`config.mk`:
```
export PLATFORM = sky130hd
export DESIGN_NAME = magnitude_search_ctrl_flat
export DESIGN_NICKNAME = d
export VERILOG_FILES = /design/src/rtl/magnitude_search_ctrl_if.sv /design/src/rtl/magnitude_search_ctrl.sv /design/src/flat_wrapper.sv
export SDC_FILE = /design/constraint.sdc
export NUM_CORES = 1
export LEC_CHECK = 0
export CAP_MARGIN = 20
export CORE_ASPECT_RATIO = 0.7
export CORE_MARGIN = 5
export CORE_UTILIZATION = 28
export DETAILED_ROUTE_END_ITERATION = 8
export SYNTH_ARGS = -nofsm -noshare
export SYNTH_HDL_FRONTEND = slang
export SYNTH_SLANG_ARGS = --single-unit
```
`constraint.sdc`:
```
create_clock -name clk -period 4.9 [get_ports clk]
set_input_delay 0.735 -clock clk [delete_from_list [all_inputs] [get_ports clk]]
set_output_delay 0.735 -clock clk [all_outputs]
set_load 0.01 [all_outputs]
```
`src/rtl/magnitude_search_ctrl_if.sv`:
```
// magnitude_search_ctrl_if: bundles the search controller's control handshake,
// its comparator probe (guess out, less/equal/greater in) and its result outputs.
// master = controller side, slave = environment (comparator + requester).
interface magnitude_search_ctrl_if #(
    parameter int unsigned WIDTH = 4
);
    localparam int unsigned CNT_W = $clog2(WIDTH + 2);

    logic             start;
    logic [WIDTH-1:0] Data_out_A;
    logic             less;
    logic             equal;
    logic             greater;
    logic             busy;
    logic             done;
    logic             error;
    logic [WIDTH-1:0] found_value;
    logic [CNT_W-1:0] step_count;

    modport master (
        input  start, less, equal, greater,
        output Data_out_A, busy, done, error, found_value, step_count
    );

    modport slave (
        output start, less, equal, greater,
        input  Data_out_A, busy, done, error, found_value, step_count
    );
endinterface

```
`src/rtl/magnitude_search_ctrl.sv`:
```
// magnitude_search_ctrl: binary-search initiator for a magnitude comparator.
// Drives successive guesses on Data_out_A, reads less/equal/greater back and
// recovers the comparator's B operand, flagging inconsistent answers.
// Optional macro CMP_RESULT_REG_EN: comparator with registered flags; each
// probe then takes a SETTLE cycle (present guess) and a SAMPLE cycle.
module magnitude_search_ctrl #(
    parameter int unsigned WIDTH = 4
) (
    input  logic                   clk,
    input  logic                   rst_n,
    magnitude_search_ctrl_if.master bus
);
    localparam int unsigned CNT_W = $clog2(WIDTH + 2);
    // lo/hi carry one extra bit so lo > hi and underflow are observable
    localparam int unsigned LW    = WIDTH + 1;
    localparam logic [LW-1:0] HI_INIT = LW'((2 ** WIDTH) - 1);

`ifdef CMP_RESULT_REG_EN
    typedef enum logic [1:0] {S_IDLE, S_SETTLE, S_SAMPLE, S_DONE} state_t;
`else
    typedef enum logic [1:0] {S_IDLE, S_PROBE, S_DONE} state_t;
`endif

    state_t           state_q, state_d;
    logic [LW-1:0]    lo_q, lo_d;
    logic [LW-1:0]    hi_q, hi_d;
    logic [WIDTH-1:0] guess_q, guess_d;
    logic [WIDTH-1:0] found_q, found_d;
    logic [CNT_W-1:0] step_q, step_d;
    logic             busy_q, busy_d;
    logic             done_q, done_d;
    logic             error_q, error_d;

    logic [LW-1:0]    new_lo;
    logic [LW-1:0]    new_hi;
    logic             flags_onehot;
    logic             less_bad;
    logic             greater_bad;

    function automatic logic [WIDTH-1:0] midpoint(input logic [LW-1:0] a,
                                                  input logic [LW-1:0] b);
        logic [LW:0] sum;
        sum = {1'b0, a} + {1'b0, b};
        return WIDTH'(sum >> 1);
    endfunction

    // Candidate bounds after the current answer and their consistency checks
    assign new_lo       = LW'(guess_q) + LW'(1);
    assign new_hi       = LW'(guess_q) - LW'(1);
    assign flags_onehot = $onehot({bus.less, bus.equal, bus.greater});
    assign less_bad     = (new_lo > hi_q);
    assign greater_bad  = new_hi[WIDTH] || (new_hi < lo_q);

    // Next-state and next-output logic
    always_comb begin
        state_d = state_q;
        lo_d    = lo_q;
        hi_d    = hi_q;
        guess_d = guess_q;
        found_d = found_q;
        step_d  = step_q;
        busy_d  = busy_q;
        done_d  = done_q;
        error_d = error_q;

        case (state_q)
            S_IDLE, S_DONE: begin
                if (bus.start) begin
                    lo_d    = '0;
                    hi_d    = HI_INIT;
                    guess_d = midpoint('0, HI_INIT);
                    step_d  = '0;
                    busy_d  = 1'b1;
                    done_d  = 1'b0;
                    error_d = 1'b0;
`ifdef CMP_RESULT_REG_EN
                    state_d = S_SETTLE;
`else
                    state_d = S_PROBE;
`endif
                end
            end
`ifdef CMP_RESULT_REG_EN
            S_SETTLE: begin
                state_d = S_SAMPLE;
            end
            S_SAMPLE: begin
`else
            S_PROBE: begin
`endif
                step_d = step_q + CNT_W'(1);
                if (!flags_onehot || (bus.less && less_bad) ||
                    (bus.greater && greater_bad)) begin
                    error_d = 1'b1;
                    found_d = '0;
                    busy_d  = 1'b0;
                    done_d  = 1'b1;
                    state_d = S_DONE;
                end else if (bus.equal) begin
                    found_d = guess_q;
                    busy_d  = 1'b0;
                    done_d  = 1'b1;
                    state_d = S_DONE;
                end else begin
                    if (bus.less) begin
                        lo_d    = new_lo;
                        guess_d = midpoint(new_lo, hi_q);
                    end else begin
                        hi_d    = new_hi;
                        guess_d = midpoint(lo_q, new_hi);
                    end
`ifdef CMP_RESULT_REG_EN
                    state_d = S_SETTLE;
`endif
                end
            end
            default: begin
                state_d = S_IDLE;
            end
        endcase
    end

    // State and output registers; reset aborts any search immediately
    always_ff @(posedge clk or negedge rst_n) begin
        if (!rst_n) begin
            state_q <= S_IDLE;
            lo_q    <= '0;
            hi_q    <= '0;
            guess_q <= '0;
            found_q <= '0;
            step_q  <= '0;
            busy_q  <= 1'b0;
            done_q  <= 1'b0;
            error_q <= 1'b0;
        end else begin
            state_q <= state_d;
            lo_q    <= lo_d;
            hi_q    <= hi_d;
            guess_q <= guess_d;
            found_q <= found_d;
            step_q  <= step_d;
            busy_q  <= busy_d;
            done_q  <= done_d;
            error_q <= error_d;
        end
    end

    assign bus.Data_out_A  = guess_q;
    assign bus.found_value = found_q;
    assign bus.step_count  = step_q;
    assign bus.busy        = busy_q;
    assign bus.done        = done_q;
    assign bus.error       = error_q;

endmodule
```
`src/flat_wrapper.sv`:
```
// flat-port wrapper written by rule: the top's interface ports become plain ports
module magnitude_search_ctrl_flat 
#(
    parameter int unsigned WIDTH = 4
)
  (clk, rst_n, bus_start, bus_less, bus_equal, bus_greater, bus_Data_out_A, bus_busy, bus_done, bus_error, bus_found_value, bus_step_count);
  magnitude_search_ctrl_if #(.WIDTH(WIDTH)) bus_i ();
  input  logic clk;
  input  logic rst_n;
  input wire logic [$bits(bus_i.start)-1:0] bus_start;
  input wire logic [$bits(bus_i.less)-1:0] bus_less;
  input wire logic [$bits(bus_i.equal)-1:0] bus_equal;
  input wire logic [$bits(bus_i.greater)-1:0] bus_greater;
  output wire logic [$bits(bus_i.Data_out_A)-1:0] bus_Data_out_A;
  output wire logic [$bits(bus_i.busy)-1:0] bus_busy;
  output wire logic [$bits(bus_i.done)-1:0] bus_done;
  output wire logic [$bits(bus_i.error)-1:0] bus_error;
  output wire logic [$bits(bus_i.found_value)-1:0] bus_found_value;
  output wire logic [$bits(bus_i.step_count)-1:0] bus_step_count;
  assign bus_i.start = bus_start;
  assign bus_i.less = bus_less;
  assign bus_i.equal = bus_equal;
  assign bus_i.greater = bus_greater;
  assign bus_Data_out_A = bus_i.Data_out_A;
  assign bus_busy = bus_i.busy;
  assign bus_done = bus_i.done;
  assign bus_error = bus_i.error;
  assign bus_found_value = bus_i.found_value;
  assign bus_step_count = bus_i.step_count;
  magnitude_search_ctrl #(.WIDTH(WIDTH)) u_core (.clk(clk), .rst_n(rst_n), .bus(bus_i));
endmodule
```
==> results.cfg <==
[routing]
routedWlPerCell_um = 15.3
route.detailed.drc = 0
first_pass_iters = 4
detail_route.wirelength_um = 4360
vias_per_cell = 4.81
vias = 1367
initialDrtViolationCount = 90
antenna_violating_nets_post_route = 0

[worst_setup_path]
start_kind = primary input
worst_r2r_startpoint = u_core.bus.Data_out_A[0]
cp_slowest_stage_delay_ns = 0.70
startpoint = bus_less
critical-path-slowest-cell = sky130_fd_sc_hd__clkdlybuf4s50_1
timing_worst_setup_path_type = in2reg
critical_path.cell_chain = clkdlybuf4s50_1 > inv_1 > fa_1 > nor2b_1 > o31ai_1 > a2bb2oi_1 > or4_4 > mux2_4
cp_max_fo = 11
required_ns = 5.07
critical_path.endpoint_type = register
cp.arrival_ns = 3.48

[timing]
timing_hold_violations_final = 0
finalSetupViolCount = 0
timing_worst_slew_pin_value_ns = 0.753
clock.fmax_mhz = 302
post-route-period-util_pct = 67.6
relSlewSlack_pct = 49.4
setup_repair_after_global_routing_missed_its_margin = false
timing.clock.skew_ns = 0.00481
period_needed_ns = 3.31
max_transition_viols_final = 0
setup_total_negative_slack_ns = 0
final.setup.worst_slack_ns = 1.59

[logic_synthesis]
synthesis.area_um2 = 1810
syn_warnings = 0
syn_nets = 217
area_contributors_post_synth = sky130_fd_sc_hd__dfrtp_1 (36%), sky130_fd_sc_hd__ha_1 (15%), sky130_fd_sc_hd__inv_1 (4.1%)
synth_top_cell_by_area = sky130_fd_sc_hd__dfrtp_1
sequential_fraction_of_the_synthesis_area_pct = 35.9
synth_enable_flop_cells = 0
netlist.area_leader.share_pct = 35.9
yosys_most_used_dff = sky130_fd_sc_hd__dfrtp_1
synth_async_sr_flop_share_pct = 100
postSynthAreaPerCell_um2 = 9.69
number_of_synthesized_register_bits = 26
ys_types = 43
syn-instance-count = 187

[min_path]
min_path_type = reg2reg
hold_wc_startpoint = u_core.bus.step_count[2]

[floorplan]
floorplan.initialDensity_pct = 29.0
die_width_um = 106
placementRows = 24
core_area_um2 = 6250
die_area_um2 = 8210
die_y_um = 77.3
floorplan.io_pins = 20

[clock_network]
post-cts-setup-buffer-count = 0
tritoncts = done
htree_num_levels = 1
clock_sinks = 26
cts_hold_buf = 0
tritoncts.num_buffers = 3
cts-root-to-sink-buffers = 2
clk_latency_ns = 0.28
clock_transition_at_the_registers_of_the_reported_paths_ns = 0.09
root_buffer = sky130_fd_sc_hd__clkbuf_8
cts-resized-gates = 0

[global_route]
grt_max_degree = 27
groute.usage.overall_pct = 11.4
vias_in_the_first_global_route = 1357
globalRouteOverflowTotal = 0
grt_pass1_wl_um = 7370
initial_antenna_violation_count = 0

[cells_and_area]
final_layout_size_suffix_gt1_share_pct = 6.80
antennaDiodeCount = 0
fin_nets = 237
mostFrequentLayoutCell = sky130_fd_sc_hd__dfrtp_1
fill_cells = 650
finish.utilization_pct = 34.2
most_frequent_cells_in_the_layout = sky130_fd_sc_hd__dfrtp_1 (26), sky130_fd_sc_hd__ha_1 (21), sky130_fd_sc_hd__inv_1 (20)
layout-area-overhead-vs-synth_pct = 17.9

[power]
report.power.total_mw = 0.715
power_per_cell_area_nw_per_um2 = 335
leakagePower_nw = 0.973
vdd_drop_max_mv = 0.139

[placed_design]
placement_setup_slack_ns = 1.33
globalplace.congestion = 0.885
detailedPlacementHpwl_um = 3410
buffer_ports.inserted = 19

[status]
run_status = complete, no violations

[job]
drv_cap = 0
## layer usage
metal	vias to the layer above	routed length (um)	global-route usage (%)
met5	-	0	0
met4	0	31	1.94
li1	689	-	-
met1	651	2450	18.5
met2	23	1680	14.8
met3	4	201	2.85
## layout make-up
cell class,count,area [um2],area share (%)
well taps,78,97.6,4.57
clock buffers,4,55.1,2.58
repair buffers,21,205,9.61
flip-flops and latches,26,651,30.5
multi-input cells,135,1050,49.3
inverters,20,75.1,3.51
## logic make-up after synthesis
| kind of cell | after synthesis | synth area share [%] |
|---|---|---|
| mux | 9 | 5.80 |
| fa+ha+maj | 24 | 17.8 |
| flops | 26 | 35.9 |
| compound gates | 37 | 14.4 |
| buf+inv | 26 | 6.01 |
| simple gates | 59 | 17.1 |
| xor+xnor | 6 | 2.90 |
## synth_stat cells, types with 2 or more instances
master and instances:
sky130_fd_sc_hd__nor3b_2 2, sky130_fd_sc_hd__a32oi_1 3, sky130_fd_sc_hd__or3_1 2, sky130_fd_sc_hd__a22o_1 5, sky130_fd_sc_hd__o21a_1 2, sky130_fd_sc_hd__mux2_4 3, sky130_fd_sc_hd__o31ai_1 2, sky130_fd_sc_hd__nand2_1 13
sky130_fd_sc_hd__nor2_1 14, sky130_fd_sc_hd__clkbuf_1 2, sky130_fd_sc_hd__inv_1 20, sky130_fd_sc_hd__nor2b_1 5, sky130_fd_sc_hd__buf_2 3, sky130_fd_sc_hd__nor3_1 6, sky130_fd_sc_hd__mux2i_1 6, sky130_fd_sc_hd__dfrtp_1 26
sky130_fd_sc_hd__nor4_1 2, sky130_fd_sc_hd__o21ai_0 5, sky130_fd_sc_hd__a21oi_1 7, sky130_fd_sc_hd__fa_1 3, sky130_fd_sc_hd__xor2_1 5, sky130_fd_sc_hd__ha_1 21, sky130_fd_sc_hd__nand3_1 4, sky130_fd_sc_hd__o21ai_1 2
sky130_fd_sc_hd__nand2b_1 6
## worst max-delay path, delay by kind of cell
family	cells	cell delay (ns)
buffers and inverters	2	0.89
multiplexers	1	0.32
adder cells (fa/ha/maj)	1	0.46
AND/OR/NAND/NOR	2	0.76
AO/OA/AOI/OAI	2	0.31
## through the flow
step / cells / area, um2 / hold slack [ns]
floorplan: 187 / 1810 / 0.439
CTS: 284 / 2140 / 0.496
detailed placement: 280 / 2080 / 0.474
global route: 284 / 2140 / 0.517
finish: 284 / 2140 / 0.493
global placement: 280 / 2080 / 0.464
## final timing paths
kind | endpoint | slack, ns | cells past startpoint
setup / recovery | u_core.lo_q[4] | 1.59 | 8
hold / removal | u_core.bus.step_count[2] | 0.49 | 1
setup reg to reg | u_core.lo_q[4] | 1.63 | 8
hold reg to reg | u_core.bus.step_count[2] | 0.49 | 1
max in group asynchronous | u_core.bus.busy | 3.81 | 2
min in group asynchronous | u_core.hi_q[1] | 0.82 | 2
## sequential cells by signal, summed over array words and instances (netlist names)
| name | count |
|---|---|
| u_core.hi_q | 5 |
| u_core.lo_q | 5 |
| u_core.bus.Data_out_A | 4 |
| u_core.bus.found_value | 4 |
| u_core.bus.step_count | 3 |
| u_core.state_q | 2 |
| u_core.bus.busy | 1 |
| u_core.bus.done | 1 |
| u_core.bus.error | 1 |
## power by group
| group | leakage (nW) | internal (mW) | switching [mW] | total [mW] |
|---|---|---|---|---|
| clock | 0.0288 | 0.0720 | 0.0707 | 0.143 |
| combinational | 0.630 | 0.138 | 0.150 | 0.287 |
| sequential | 0.314 | 0.251 | 0.0338 | 0.285 |
| total | 0.973 | 0.461 | 0.254 | 0.715 |
No activity file was read; power rests on OpenSTA's default activity.
